===== config.mk =====
export PLATFORM = sky130hd
export DESIGN_NAME = multicycle_control
export DESIGN_NICKNAME = d
export VERILOG_FILES = /design/src/rtl/multicycle_control.sv
export SDC_FILE = /design/constraint.sdc
export NUM_CORES = 1
export LEC_CHECK = 0
export ABC_AREA = 1
export CAP_MARGIN = 5
export CELL_PAD_IN_SITES_DETAIL_PLACEMENT = 1
export CELL_PAD_IN_SITES_GLOBAL_PLACEMENT = 2
export CORE_MARGIN = 2
export CORE_UTILIZATION = 23
export DETAILED_ROUTE_END_ITERATION = 7
export GPL_TIMING_DRIVEN = 0
export PLACE_DENSITY = 0.91
export REMOVE_ABC_BUFFERS = 1
export SYNTH_ARGS = -nofsm -noshare
export SYNTH_HDL_FRONTEND = slang
export SYNTH_SLANG_ARGS = --single-unit

===== constraint.sdc =====
create_clock -name clk -period 1.8 [get_ports clk]
set_clock_uncertainty 0.05 [all_clocks]
set_input_delay 0.54 -clock clk [delete_from_list [all_inputs] [get_ports clk]]
set_output_delay 0.54 -clock clk [all_outputs]
set_load 0.005 [all_outputs]

===== src/rtl/multicycle_control.sv =====
// rtl/multicycle_control.sv - multicycle MIPS main control FSM with retired-instruction counter
module multicycle_control #(
  parameter int COUNT_W = 16
) (
  input  logic               clk,
  input  logic               rst_n,
  input  logic [5:0]         opcode,
  input  logic [5:0]         funct,
  input  logic               zero,
  output logic               pc_w,
  output logic               iord,
  output logic               mem_r,
  output logic               mem_w,
  output logic               ir_w,
  output logic               reg_dst,
  output logic               mem_to_reg,
  output logic               reg_w,
  output logic               alu_src_a,
  output logic [1:0]         alu_src_b,
  output logic [3:0]         alu_ctl,
  output logic [1:0]         pc_src,
  output logic               illegal,
  output logic [3:0]         state,
  output logic [COUNT_W-1:0] instr_count
);

  localparam logic [3:0] S_RESET     = 4'd0;
  localparam logic [3:0] S_FETCH     = 4'd1;
  localparam logic [3:0] S_DECODE    = 4'd2;
  localparam logic [3:0] S_MEM_ADDR  = 4'd3;
  localparam logic [3:0] S_MEM_READ  = 4'd4;
  localparam logic [3:0] S_MEM_WB    = 4'd5;
  localparam logic [3:0] S_MEM_WRITE = 4'd6;
  localparam logic [3:0] S_R_EXEC    = 4'd7;
  localparam logic [3:0] S_R_WB      = 4'd8;
  localparam logic [3:0] S_BRANCH    = 4'd9;
  localparam logic [3:0] S_JUMP      = 4'd10;
  localparam logic [3:0] S_ILLEGAL   = 4'd15;

  localparam logic [5:0] OP_RTYPE = 6'h00;
  localparam logic [5:0] OP_J     = 6'h02;
  localparam logic [5:0] OP_BEQ   = 6'h04;
  localparam logic [5:0] OP_BNE   = 6'h05;
  localparam logic [5:0] OP_LW    = 6'h23;
  localparam logic [5:0] OP_SW    = 6'h2B;

  localparam logic [3:0] ALU_ADD = 4'b0010;
  localparam logic [3:0] ALU_SUB = 4'b0110;
  localparam logic [3:0] ALU_AND = 4'b0000;
  localparam logic [3:0] ALU_OR  = 4'b0001;
  localparam logic [3:0] ALU_SLT = 4'b0111;

  logic [3:0] next_state;
  logic       funct_ok;
  logic [3:0] funct_alu;
  logic       retire;

  always_comb begin
    funct_ok  = 1'b1;
    funct_alu = ALU_AND;
    case (funct)
      6'h20:   funct_alu = ALU_ADD;
      6'h22:   funct_alu = ALU_SUB;
      6'h24:   funct_alu = ALU_AND;
      6'h25:   funct_alu = ALU_OR;
      6'h2A:   funct_alu = ALU_SLT;
      default: funct_ok  = 1'b0;
    endcase
  end

  always_comb begin
    next_state = S_ILLEGAL;
    case (state)
      S_RESET:     next_state = S_FETCH;
      S_FETCH:     next_state = S_DECODE;
      S_DECODE: begin
        case (opcode)
          OP_RTYPE:      next_state = S_R_EXEC;
          OP_LW, OP_SW:  next_state = S_MEM_ADDR;
          OP_BEQ, OP_BNE: next_state = S_BRANCH;
          OP_J:          next_state = S_JUMP;
          default:       next_state = S_ILLEGAL;
        endcase
      end
      S_MEM_ADDR:  next_state = (opcode == OP_LW) ? S_MEM_READ : S_MEM_WRITE;
      S_MEM_READ:  next_state = S_MEM_WB;
      S_R_EXEC:    next_state = funct_ok ? S_R_WB : S_ILLEGAL;
      S_MEM_WB, S_MEM_WRITE, S_R_WB, S_BRANCH, S_JUMP: next_state = S_FETCH;
      default:     next_state = S_ILLEGAL;
    endcase
  end

  assign retire = (state == S_MEM_WB) || (state == S_MEM_WRITE) || (state == S_R_WB) ||
                  (state == S_BRANCH) || (state == S_JUMP);

  always_ff @(posedge clk or negedge rst_n) begin
    if (!rst_n) begin
      state       <= S_RESET;
      instr_count <= '0;
    end else begin
      state <= next_state;
      if (retire) instr_count <= instr_count + {{(COUNT_W-1){1'b0}}, 1'b1};
    end
  end

  // ILLEGAL is absorbing, so decoding the flag from state keeps it sticky until reset.
  assign illegal = (state == S_ILLEGAL);

  always_comb begin
    pc_w       = 1'b0;
    iord       = 1'b0;
    mem_r      = 1'b0;
    mem_w      = 1'b0;
    ir_w       = 1'b0;
    reg_dst    = 1'b0;
    mem_to_reg = 1'b0;
    reg_w      = 1'b0;
    alu_src_a  = 1'b0;
    alu_src_b  = 2'b00;
    alu_ctl    = ALU_AND;
    pc_src     = 2'b00;
    case (state)
      S_FETCH: begin
        mem_r     = 1'b1;
        ir_w      = 1'b1;
        alu_src_b = 2'b01;
        alu_ctl   = ALU_ADD;
        pc_w      = 1'b1;
      end
      S_DECODE: begin
        alu_src_b = 2'b11;
        alu_ctl   = ALU_ADD;
      end
      S_MEM_ADDR: begin
        alu_src_a = 1'b1;
        alu_src_b = 2'b10;
        alu_ctl   = ALU_ADD;
      end
      S_MEM_READ: begin
        mem_r = 1'b1;
        iord  = 1'b1;
      end
      S_MEM_WB: begin
        reg_w      = 1'b1;
        mem_to_reg = 1'b1;
      end
      S_MEM_WRITE: begin
        mem_w = 1'b1;
        iord  = 1'b1;
      end
      S_R_EXEC: begin
        alu_src_a = 1'b1;
        alu_ctl   = funct_alu;
      end
      S_R_WB: begin
        reg_w   = 1'b1;
        reg_dst = 1'b1;
      end
      S_BRANCH: begin
        alu_src_a = 1'b1;
        alu_ctl   = ALU_SUB;
        pc_src    = 2'b01;
        pc_w      = ((opcode == OP_BEQ) && zero) || ((opcode == OP_BNE) && !zero);
      end
      S_JUMP: begin
        pc_src = 2'b10;
        pc_w   = 1'b1;
      end
      default: ;
    endcase
  end

endmodule

==> results_dict.tcl <==
set metrics [dict create \
    core-area_um2 6280 \
    path_cells "inv_4 -> nor2_4 -> nand2_4 -> or2_4 -> nand3_1 -> buf_2" \
    dieArea_um2 7070 \
    start_util 0.235 \
    status "complete, but fails checks" \
    worstSetupPathType "register to primary output" \
    violations "setup timing" \
    finalNetCount 360 \
    power_leakage_uw 0.00128 \
    arrival_ns 1.50 \
    max_slew_margin 0.356 \
    antenna_left 0 \
    critPathMaxStageDelay_ns 0.41 \
    ys_seq_area_frac 0.339 \
    detail_route.wl_per_cell_um 15.3 \
    end_kind "primary output" \
    endpoint "alu_ctl[1]" \
    cp_slowest_cell "dfrtp_1" \
    antenna_found_initial 0 \
    final_core_util 0.432 \
    vdd_drop_max_uv 201 \
    rsz0062_at_grt "true" \
    worst_pin_slew_ns 0.963 \
    syn_area_per_cell_um2 6.41 \
    grt_pass1_wl_um 10200 \
    r2r_start "state[3]" \
    first_global_vias 2144 \
    pin_count 53 \
    startpoint "state[2]" \
    path_max_fanout 5 \
    cts_made_buffers 3 \
    syn-cell-area_um2 1480 \
    diodes 0 \
    rrSetupSlack_ns 0.11 \
    hold_class "register to register" \
    drt_iter0_drc 56 \
    stdcell_area_um2 2710 \
    port_buffers 51 \
    cts.sinks 20 \
    fp.dieH_um 84.1 \
    routed_wirelength_um 6440 \
    holdWs_ns 0.542 \
    synth-seq-cells 20 \
    overflow 0 \
    synth.distinct_cells 26 \
    fmax_mhz 477 \
    cts_tree "built" \
    post_drt_via_cell_ratio 4.71 \
    drtPass1Iterations 4 \
    htreeDepth 1 \
    fin_crit_sh 1.16 \
    slew_viol_final 0 \
    ys_warn_count 0 \
    worstSetupStartpointType "register" \
    path_clk_slew_ns 0.08 \
    cap_viol_max_count 0 \
    clock_path_buffers 2 \
    gp_congestion 0.779 \
    ff2ff_path_depth 10 \
    hpwl_um 3750 \
    reg2reg_to "instr_count[10]" \
    finalHoldViolCount 0 \
    cp_data_required_time_ns 1.21 \
    postCtsHoldBufs 0 \
    gr-usage-all-layers 0.178 \
    syn_inst 230 \
    finalCriticalPeriod_ns 2.09 \
    power_density_nw_per_um2 329 \
    post_route_cells_drive_above_1_share 0.434 \
    num_vias 1980 \
    placed_area_um2 2060 \
    cts_root_buf "clkbuf_8" \
    areaGrowthSynthToFinish_pct 83.9 \
    drc 0 \
    finalSetupViolCount 18 \
    clkLatencyLatePin_ns 0.27 \
    grt_max_degree 21 \
    rows 29 \
    fin_ws_ns -0.294 \
    die_x_um 84.1 \
]
## worst max-delay path, delay by kind of cell (launching register included)
kind / cells / cell delay, ns
DFF: 1 / 0.41
and+or+nand+nor: 4 / 0.60
buffers and inverters: 2 / 0.22
## power breakdown
group | internal [uW] | switching (uW)
Combinational | 37.0 | 43.8
Sequential | 449 | 0
Clock | 195 | 167
Total | 681 | 211
## per-stage QoR
step,instances,total power (uW),worst slack [ns],TNS (ns)
floorplan,227,474,0.0934,0
global placement,355,523,-0.963,-6.39
detailed placement,355,525,-1.02,-6.98
CTS,407,895,-0.230,-1.88
global route,420,928,-0.357,-4.06
finish,420,892,-0.294,-2.92
## kinds of logic after synthesis
kind of cell / Yosys count / synth area share
AND/OR/NAND/NOR: 153 / 0.456
buffers and inverters: 31 / 0.0891
flip-flops: 20 / 0.339
AO/OA/AOI/OAI: 16 / 0.0568
XOR/XNOR: 8 / 0.0475
adder cells (fa/ha/maj): 1 / 0.00848
other: 1 / 0.00254
## state kept, by name, indices dropped and copies added (netlist names)
signal       cells
state            4
instr_count     16
## synthesized netlist by cell type
library cell	number	share of area
nor3_1	3	0.010
conb_1	1	0.0025
or2_2	1	0.0042
nand3_1	20	0.068
buf_4	2	0.010
nand2_4	1	0.0076
o22ai_1	2	0.0085
o21ai_0	5	0.017
a21oi_1	2	0.0068
buf_6	1	0.0076
nand2_2	4	0.017
or2_1	1	0.0042
o21ai_1	6	0.020
nand2_1	66	0.17
nor2_2	1	0.0042
xor2_1	6	0.036
nor2_4	2	0.015
ha_1	1	0.0085
xnor2_1	2	0.012
nand4_1	9	0.038
inv_1	24	0.061
inv_2	4	0.010
nor2_1	43	0.11
nand3b_1	2	0.010
a31oi_1	1	0.0042
dfrtp_1	20	0.34
## repair_timing
item / 4_1_cts / 5_1_grt
setup buffers: 48 / 15
pin swaps: 25 / 15
endpoints found under the setup margin: 35 / 35
resized for setup: 151 / 36
## layout by cell type, fill, tap and decap left out, types with 7 or more instances in the layout
master,instances
nand2_1,59
buf_4,48
nor2_1,28
clkdlybuf4s50_1,20
buf_2,18
nand3_1,17
buf_6,16
dfrtp_1,15
inv_1,13
inv_2,11
nor2_2,10
nand4_1,9
nor2_4,8
dlygate4sd2_1,7
## worst min-delay path by stage
| stage | slack, ns | end | depth (start not counted) | start |
|---|---|---|---|---|
| 4_1_cts | 0.53 | instr_count[15] | 2 | instr_count[15] |
| 2_1_floorplan | 0.19 | instr_count[0] | 0 | rst_n |
| 3_3_place_gp | 0.46 | instr_count[15] | 2 | instr_count[15] |
| 5_1_grt | 0.56 | instr_count[8] | 2 | instr_count[8] |
| 3_5_place_dp | 0.47 | instr_count[8] | 1 | instr_count[8] |
| 6_report | 0.54 | instr_count[3] | 2 | instr_count[3] |
## per-layer routing
layer | routed length [um] | GRT usage | vias up | share of wire
li1 | - | - | 956 | -
met1 | 2550 | 0.201 | 957 | 0.40
met2 | 3500 | 0.346 | 47 | 0.54
met3 | 130 | 0.00989 | 20 | 0.020
met4 | 257 | 0.0645 | 0 | 0.040
met5 | 0 | 0 | - | 0
## final cells by class
type / instances / area [um^2]
repair buffers: 112 / 920
flip-flops and latches: 20 / 507
well taps: 77 / 96.3
clock buffers: 4 / 55.1
fillers: 792 / 3560
multi-input cells: 179 / 1010
inverters: 28 / 120
Power figures use the tool's default switching activity.
==> patch, RTL diff (config.mk and constraints unchanged) <==
Register the inputs `opcode`, `funct` and `zero` before use. The logic sees them one clock later.
--- a/src/rtl/multicycle_control.sv
+++ b/src/rtl/multicycle_control.sv
@@ -52,2 +52,12 @@
 
+  logic [5:0] opcode_q;
+  logic [5:0] funct_q;
+  logic zero_q;
+
+  always_ff @(posedge clk) begin
+    opcode_q <= opcode;
+    funct_q  <= funct;
+    zero_q   <= zero;
+  end
+
   logic [3:0] next_state;
@@ -60,3 +70,3 @@
     funct_alu = ALU_AND;
-    case (funct)
+    case (funct_q)
       6'h20:   funct_alu = ALU_ADD;
@@ -76,3 +86,3 @@
       S_DECODE: begin
-        case (opcode)
+        case (opcode_q)
           OP_RTYPE:      next_state = S_R_EXEC;
@@ -84,3 +94,3 @@
       end
-      S_MEM_ADDR:  next_state = (opcode == OP_LW) ? S_MEM_READ : S_MEM_WRITE;
+      S_MEM_ADDR:  next_state = (opcode_q == OP_LW) ? S_MEM_READ : S_MEM_WRITE;
       S_MEM_READ:  next_state = S_MEM_WB;
@@ -162,3 +172,3 @@
         pc_src    = 2'b01;
-        pc_w      = ((opcode == OP_BEQ) && zero) || ((opcode == OP_BNE) && !zero);
+        pc_w      = ((opcode_q == OP_BEQ) && zero_q) || ((opcode_q == OP_BNE) && !zero_q);
       end
Check against the original RTL: not equivalent (a bounded check fails within 4 cycles, from zero or initial values and one cycle with rst_n low).
==> patch against the original RTL <==
  * Fmax up 0.53%
  * Routed wire length fell by 13%
  * Via count is 8.5% lower
  * Sequential share of layout area rose by 8.0 points
  * Synthesized area is 13% higher
  * Register-to-register slack got worse by 150 ps
  * Critical endpoint unchanged
  * Setup slack gained 11 ps
  * Sequential cell count rose by 13
  * Critical path depth is the same
  * Die area is 13% higher
  * The run still ends with setup timing left
  * Final area rose by 6.4%
Power is left out: it rests on default switching activity, and per cell area and clock period it moved more than threefold.
==> patch: results (changes against the original RTL) <==
metric,value,unit,change
first-pass GRT wire length,8890,um,-13%
largest net degree at the start of global routing,21,,unchanged
clock buffer depth,2,,unchanged
CTS buffer count,5,,+2
via count,1812,,-8.5%
worst skew pair latency,280,ps,
GPL Wtd Cong,0.843,,+8.2%
vias in the first global route,1884,,-12%
worst-path fanout max,8,,+3
Worst EP arrival,1490,ps,
failing checks,setup timing,,
Root Buffer,clkbuf_8,,
# hold bufs at CTS,0,,unchanged
initial antenna violation count,0,,unchanged
layout cells sized above 1,36.4,%,-7.0 points
Synth cell types,26,,unchanged
gr usage total,14.4,%,-3.4 points
Yosys warning total,0,,unchanged
slew of the pin with the lowest slew margin,954,ps,-9.01 ps
"Seq/Total Area, Yosys",45.5,%,+12 points
H-tree depth,2,,+1
DRT Pass-1 Iters,4,,unchanged
iteration-0 DRC count of the detailed router,42,,-25%
status,finished with violations,,
largest registers,"instr_count (16), funct_q (6), opcode_q (6)",,
ANT cells,0,,unchanged
"worst slack, placed",-615,ps,+404 ps
placed cells,371,,+4.5%
Synth area leaders,"dfrtp_1 (30%), dfxtp_1 (16%), nand2_1 (14%)",,
final cell count without fillers,423,,+0.71%
Commonest cells post-synth,"nand2_1 (62), nor2_1 (36), inv_1 (25)",,
Worst Hold Class,flip-flop to flip-flop,,
drt total wl,5620,um,-13%
asr flop ratio synth,60.6,%,-39 points
Final WS setup,-283,ps,+11.1 ps
Layout Nets,339,,-5.8%
PortBufs,51,,unchanged
"CTS clk-pin slew, worst paths",70,ps,
dpl hpwl,3720,um,-0.97%
synthesized area per cell,7.46,um^2,+16%
Finish-stage setup viols,25,,+7
Post-synth EDFFs,0,,unchanged
==> patch: metrics by stage <==
step / setup TNS (ps) / util [%] / area, um^2 / hold WS (ps)
floorplan: 0 / - / 1640 / 194
global placement: -4330 / 31.9 / 2270 / 454
detailed placement: -4870 / 31.9 / 2270 / 466
CTS: -4750 / 38.1 / 2720 / 497
global route: -5500 / 40.4 / 2890 / 569
finish: -2960 / 40.4 / 2890 / 521
==> patch: layout make-up <==
cell class              instances  area (um^2)
fillers                       882         4250
multi-input cells             162          937
repair buffers                 93          808
flip-flops and latches         33          771
well taps                      99          124
clock buffers                   7          119
inverters                      27          115
repair inverters                1         7.51
clock inverters                 1         5.00
==> patch: what timing repair did <==
action / in CTS / in global routing
pin swaps: 15 / 12
gates resized for setup: 118 / 28
setup endpoints to repair: 34 / 38
setup buffers: 31 / 14
gates cloned: 0 / 2
==> patch: final timing paths <==
| path | from | to | slack [ps] | cells past startpoint |
|---|---|---|---|---|
| worst max-delay path | state[0] | alu_ctl[1] | -280 | 6 |
| worst min-delay path | opcode_q[3] | state[1] | 520 | 2 |
| worst max register to register | state[3] | instr_count[11] | -40 | 11 |
| worst min register to register | opcode_q[3] | state[1] | 520 | 2 |
| max in group asynchronous | rst_n | instr_count[3] | 320 | 1 |
| min in group asynchronous | rst_n | instr_count[13] | 730 | 1 |
==> patch: worst max-delay path, cell delays in order (launching register included) <==
cell and delay [ps]:
dfrtp_1 400, buf_6 140, nand2_4 110, nor2_4 180, inv_2 60, o211ai_1 170, buf_2 150
==> patch: kinds of logic after synthesis <==
family                   count (synthesis)  synth area share [%]
adder cells (fa/ha/maj)                  1                 0.749
XOR/XNOR                                10                  5.24
buffers and inverters                   30                  7.87
flip-flops                              33                  45.5
other                                    1                 0.225
AO/OA/AOI/OAI                           15                  4.87
AND/OR/NAND/NOR                        134                  35.5
==> patch: per-layer routing <==
metal / up-vias / share of wire [%] / track usage [%]
li1: 903 / - / -
met1: 873 / 43 / 17.6
met2: 30 / 52 / 25.9
met3: 6 / 3.0 / 2.59
met4: 0 / 1.5 / 4.21
met5: - / 0 / 0
